[config.mk]
export PLATFORM = sky130hd
export DESIGN_NAME = hazard_forward_ctrl
export DESIGN_NICKNAME = d
export VERILOG_FILES = /design/src/rtl/pipe_pkg.sv /design/src/rtl/hazard_match.sv /design/src/rtl/hazard_forward_ctrl.sv
export SDC_FILE = /design/constraint.sdc
export NUM_CORES = 1
export LEC_CHECK = 0
export BUFFER_PORTS_ARGS = -buffer_cell sky130_fd_sc_hd__buf_4
export CAP_MARGIN = 5
export CORE_MARGIN = 3
export CORE_UTILIZATION = 51
export CTS_BUF_LIST = sky130_fd_sc_hd__clkbuf_8
export DETAILED_ROUTE_END_ITERATION = 10
export PLACE_DENSITY = 0.79
export SYNTH_ARGS = -nofsm -noshare
export SYNTH_HDL_FRONTEND = slang
export SYNTH_SLANG_ARGS = --single-unit
[constraint.sdc]
create_clock -name clk -period 3.9 [get_ports clk]
set_clock_uncertainty 0.1 [all_clocks]
set_input_delay 1.17 -clock clk [delete_from_list [all_inputs] [get_ports clk]]
set_output_delay 1.17 -clock clk [all_outputs]
set_load 0.005 [all_outputs]
[src/rtl/pipe_pkg.sv]
// Shared pipeline types: shadow-pipe entry, forwarding select constants, latency clamp.
// Entry fields are sized for REG_AW <= 8 and FWD_STAGES <= 15.
package pipe_pkg;

    localparam int ENT_RD_W   = 8;
    localparam int ENT_LAT_W  = 4;
    localparam int FWD_SEL_RF = 0;

    typedef struct packed {
        logic                 valid;
        logic                 regwrite;
        logic [ENT_RD_W-1:0]  rd;
        logic [ENT_LAT_W-1:0] lat;
    } entry_t;

    // A result is never available before M, nor later than the last tracked stage.
    function automatic logic [ENT_LAT_W-1:0] clamp_lat(input logic [ENT_LAT_W-1:0] lat,
                                                       input int max_lat);
        int l;
        l = int'(lat);
        if (l == 0) l = 1;
        if (l > max_lat) l = max_lat;
        return ENT_LAT_W'(l);
    endfunction

endpackage

[src/rtl/hazard_match.sv]
// Per-source lookup over the shadow pipe: youngest matching producer stage,
// hit flag, and whether that producer's result arrives too late for E.
module hazard_match
    import pipe_pkg::*;
#(
    parameter  int FWD_STAGES = 2,
    parameter  int REG_AW     = 5,
    localparam int SEL_W      = $clog2(FWD_STAGES + 1)
) (
    input  logic [REG_AW-1:0] rs,
    input  logic              used,
    input  entry_t            pipe [0:FWD_STAGES],
    output logic              hit,
    output logic [SEL_W-1:0]  stage,
    output logic              hazard
);

    // Scan oldest to youngest so the youngest match overwrites any older one.
    always_comb begin
        hit    = 1'b0;
        stage  = '0;
        hazard = 1'b0;
        for (int s = FWD_STAGES; s >= 0; s--) begin
            if (used && (rs != '0) && pipe[s].valid && pipe[s].regwrite &&
                (pipe[s].rd == ENT_RD_W'(rs))) begin
                hit    = 1'b1;
                stage  = SEL_W'(s);
                hazard = (s + 1) < int'(pipe[s].lat);
            end
        end
    end

endmodule

[src/rtl/hazard_forward_ctrl.sv]
// Operand forwarding select and load-use stall control over FWD_STAGES post-E stages.
// Optional HAZARD_PERF_EN adds saturating stall / forward counters.
module hazard_forward_ctrl
    import pipe_pkg::*;
#(
    parameter  int NUM_SRC    = 2,
    parameter  int FWD_STAGES = 2,
    parameter  int REG_AW     = 5,
    localparam int SEL_W      = $clog2(FWD_STAGES + 1),
    localparam int LAT_W      = $clog2(FWD_STAGES + 1)
) (
    input  logic                      clk,
    input  logic                      rst,
    input  logic                      d_valid_i,
    input  logic [NUM_SRC*REG_AW-1:0] d_rs_i,
    input  logic [NUM_SRC-1:0]        d_rs_used_i,
    input  logic [REG_AW-1:0]         d_rd_i,
    input  logic                      d_regwrite_i,
    input  logic [LAT_W-1:0]          d_lat_i,
    input  logic                      flush_i,
    output logic                      stall_d_o,
    output logic                      e_valid_o,
    output logic [NUM_SRC*SEL_W-1:0]  fwd_sel_e_o
`ifdef HAZARD_PERF_EN
    ,
    output logic [31:0]               stall_cnt_o,
    output logic [31:0]               fwd_cnt_o
`endif
);

    entry_t                   pipe [0:FWD_STAGES];
    logic [NUM_SRC-1:0]       hit;
    logic [NUM_SRC-1:0]       haz;
    logic [SEL_W-1:0]         stage [NUM_SRC];
    logic [NUM_SRC*SEL_W-1:0] sel_n;
    logic                     issue;

    for (genvar j = 0; j < NUM_SRC; j++) begin : g_src
        hazard_match #(
            .FWD_STAGES (FWD_STAGES),
            .REG_AW     (REG_AW)
        ) u_match (
            .rs     (d_rs_i[j*REG_AW +: REG_AW]),
            .used   (d_rs_used_i[j]),
            .pipe   (pipe),
            .hit    (hit[j]),
            .stage  (stage[j]),
            .hazard (haz[j])
        );
    end

    assign stall_d_o = ~rst & d_valid_i & ~flush_i & (|haz);
    assign issue     = d_valid_i & ~stall_d_o & ~flush_i;
    assign e_valid_o = pipe[0].valid;

    // A producer already in W is covered by the write-first register file.
    always_comb begin
        sel_n = '0;
        for (int j = 0; j < NUM_SRC; j++) begin
            sel_n[j*SEL_W +: SEL_W] = SEL_W'(FWD_SEL_RF);
            if (issue && hit[j] && (stage[j] < SEL_W'(FWD_STAGES))) begin
                sel_n[j*SEL_W +: SEL_W] = stage[j] + 1'b1;
            end
        end
    end

    always_ff @(posedge clk) begin
        if (rst) begin
            for (int s = 0; s <= FWD_STAGES; s++) begin
                pipe[s] <= '0;
            end
            fwd_sel_e_o <= '0;
        end else begin
            pipe[0] <= '0;
            if (issue) begin
                pipe[0].valid    <= 1'b1;
                pipe[0].regwrite <= d_regwrite_i;
                pipe[0].rd       <= ENT_RD_W'(d_rd_i);
                pipe[0].lat      <= clamp_lat(ENT_LAT_W'(d_lat_i), FWD_STAGES);
            end
            for (int s = 1; s <= FWD_STAGES; s++) begin
                pipe[s] <= pipe[s-1];
            end
            fwd_sel_e_o <= sel_n;
        end
    end

`ifdef HAZARD_PERF_EN
    always_ff @(posedge clk) begin
        if (rst) begin
            stall_cnt_o <= '0;
            fwd_cnt_o   <= '0;
        end else begin
            if (stall_d_o && (stall_cnt_o != '1)) stall_cnt_o <= stall_cnt_o + 1'b1;
            if ((|sel_n) && (fwd_cnt_o != '1))    fwd_cnt_o   <= fwd_cnt_o + 1'b1;
        end
    end
`endif

endmodule

==> flow_summary_export.csv <==
group,metric,value,unit
worst_hold_path,holdPathStages,1,
route,ant_nets,0,
cts,clock_sinks,22,
synthesis,synthesis.nets,115,
place,gp_congestion,0.828,
synthesis,netlist_instances,91,
worst_setup_path,arrival,2630,ps
synthesis,syn_area,955,µm²
route,wl_per_cell,11.8,µm
worst_setup_path,end_kind,"primary output",
cts,clk_pin_slew,70,ps
synthesis,synth_area_leaders,"dfxtp_1 46%, xnor2_1 18%, nor2b_1 6.6%, and2_4 5.5%, or4_4 2.4%",
route,drt_pre_antenna_iters,2,
worst_setup_path,path_max_fanout,2,
route,route.detailed.drc,0,
grt,antenna_found_initial,0,
worst_setup_path,crit_path_start_kind,"input pin",
sta,timing.fmax,0.257,GHz
synthesis,syn_area_per_cell,10.5,µm²
cts,clockRootBuffer,"clkbuf_8",
synthesis,synth_ff_type,"dfxtp_1",
die,fp.dieArea,2430,µm²
route,highest_layer,"met4",
sta,finalSetupTns,0,ps
route,viasPerCell,4.94,
job,maxCapViolations,0,
pwr,irDropWorstVdd,258,µV
grt,grt_pass1_vias,721,
die,initial_core_util,54.7,%
sta,finalCriticalPeriod,3900,ps
final_layout,regArea,440,µm²
final_layout,fin_util,74.3,%
status,status,"completed",
synthesis,synth_compound_area_share,5.77,%
route,wirelength,1800,µm
final_layout,layout.cells.most_common,"buf_4",
pwr,power_density,339,nW/µm²
die,dieHeight,49.3,µm
place,io_buffers,28,
sta,finalMaxSlewViolations,0,
cts,clk_path_buf_depth,2,
die,core,1750,µm²
synthesis,synth_top_family_by_area,"simple AND/OR/NAND/NOR gates",
worst_setup_path,ff2ff_setup_slack,1880,ps
grt,grt_remaining_overflow,0,
cts,tritoncts,"built",
sta,hold_viol,0,
sta,period_share,100,%
synthesis,synth-simple-area-share,28.2,%
route,met2_length,923,µm
cts,clock_latency,250,ps
worst_setup_path,worst_r2r_path_depth,6,
sta,rsz0062_at_grt,"yes",
grt,grt_max_degree,14,
final_layout,syn2layout_area_growth,35.9,%
cts,postCtsSetupRepairBufs,0,
final_layout,final_cell_mix,"33 x buf_4, 22 x dfxtp_1, 20 x xnor2_1, 10 x nor2b_1, 6 x and2_4",
route,num_vias,751,
final_layout,antenna_cells,0,
synthesis,ys_async_sr_fraction,0,%
place,dp_hpwl,1500,µm
synthesis,synthMuxAreaShare,0,%
synthesis,synth_edf_count,0,
final_layout,layout-drive-gt1-share,42.5,%
sta,worstMarginPinSlew,364,ps
route,wl_met1,767,µm
final_layout,nNetsFinal,152,
cts,htree_levels,1,
die,io-pin-count,30,
synthesis,synth-xor-area-share,18.3,%
die,die_w,49.3,µm
synthesis,synth_top_area_share,46.1,%
synthesis,synthDistinctLibCells,25,
synthesis,synthAdderAreaFrac,0,%
worst_hold_path,hp-class,"register to register",
synthesis,yosysTopAreaCell,"dfxtp_1",
grt,grt_pass1_wl,2970,µm
final_layout,nFillCells,133,
die,rows,15,
sta,setup_viol,0,
final_layout,multi_input_area,512,µm²
pwr,p_leak,0.501,nW
worst_setup_path,worstSetupPathType,"input pin to primary output",
cts,cts_hold_buf,0,
worst_setup_path,critPathRequiredTime,2630,ps
synthesis,ys_seq_area_share,46.1,%
cts,cts_buffers,3,
synthesis,ys_ff_latch,22,
route,drt_iter0_markers,9,
synthesis,yosys_warnings,0,
route,wl_met3,88,µm
grt,grt_use_total,15.8,%
sta,slew-limit-headroom,75.5,%
[worst paths after layout]
kind,start,endpoint
setup / recovery,d_rs_i[9],stall_d_o
hold / removal,pipe[28]$_SDFF_PP0_,pipe[14]$_SDFF_PP0_
setup reg to reg,pipe[33]$_SDFF_PP0_,fwd_sel_e_o[1]$_SDFF_PP0_
hold reg to reg,pipe[28]$_SDFF_PP0_,pipe[14]$_SDFF_PP0_
[cell type report]
cell class                 count  area share (%)
multi-input combinational     67            39.4
sequential                    22            33.9
timing repair buffer          34            20.0
clock buffer                   4            4.24
tap                           25            2.41
[Yosys cell counts, types with 2 or more instances]
cell / n
and2_1: 3
and2_4: 6
dfxtp_1: 22
nand2_1: 4
nand3_1: 4
nand4_1: 3
nor2b_1: 10
o21ai_2: 2
or4_4: 2
xnor2_1: 20
[where the power goes]
| group | internal (mW) | switching (mW) | total, mW |
|---|---|---|---|
| Clock | 0.0897 | 0.0646 | 0.154 |
| Combinational | 0.0336 | 0.0197 | 0.0533 |
| Sequential | 0.229 | 0.00369 | 0.233 |
[worst max-delay path, cell delays in order]
cell	delay, ps
buf_4	110
or4_4	530
o21ai_2	160
buf_4	140
nor3_2	50
a2bb2oi_2	160
or2_1	130
a21oi_2	50
buf_4	130
[flip-flops by register name, indices dropped and copies added, names as in the netlist]
| register | flops |
|---|---|
| e_valid_o | 1 |
| pipe | 17 |
| fwd_sel_e_o | 4 |
[cell families (layout without fill, tap and decap cells)]
group | count (synthesis) | in the layout
AO/OA/AOI/OAI | 6 | 6
XOR/XNOR | 20 | 20
buffers and inverters | 2 | 38
flip-flops | 22 | 22
AND/OR/NAND/NOR | 41 | 41
[what timing repair did]
| item | CTS | global route |
|---|---|---|
| resized for setup | 1 | 3 |
| pin swaps | 0 | 2 |
| endpoints found under the setup margin | 1 | 1 |
| endpoints found under the hold margin | 0 | 0 |
[metal layers]
| layer | vias to the layer above | track usage, % |
|---|---|---|
| li1 | 379 | - |
| met1 | 350 | 19.0 |
| met2 | 18 | 27.0 |
| met3 | 4 | 4.89 |
| met4 | 0 | 4.27 |
| met5 | - | 0 |
[metrics by stage]
| step | hold slack, ps | cells | power, mW | setup slack (ps) | area, µm² |
|---|---|---|---|---|---|
| 6_report | 338 | 152 | 0.440 | 1.37 | 1300 |
| 3_3_place_gp | 321 | 148 | 0.289 | -19.2 | 1230 |
| 3_5_place_dp | 323 | 148 | 0.290 | -40.7 | 1230 |
| 2_1_floorplan | 314 | 91 | 0.260 | 236 | 955 |
| 4_1_cts | 341 | 152 | 0.444 | -28.1 | 1280 |
| 5_1_grt | 363 | 152 | 0.463 | -72.7 | 1300 |
Note: power is estimated with default switching activity, not from simulation.
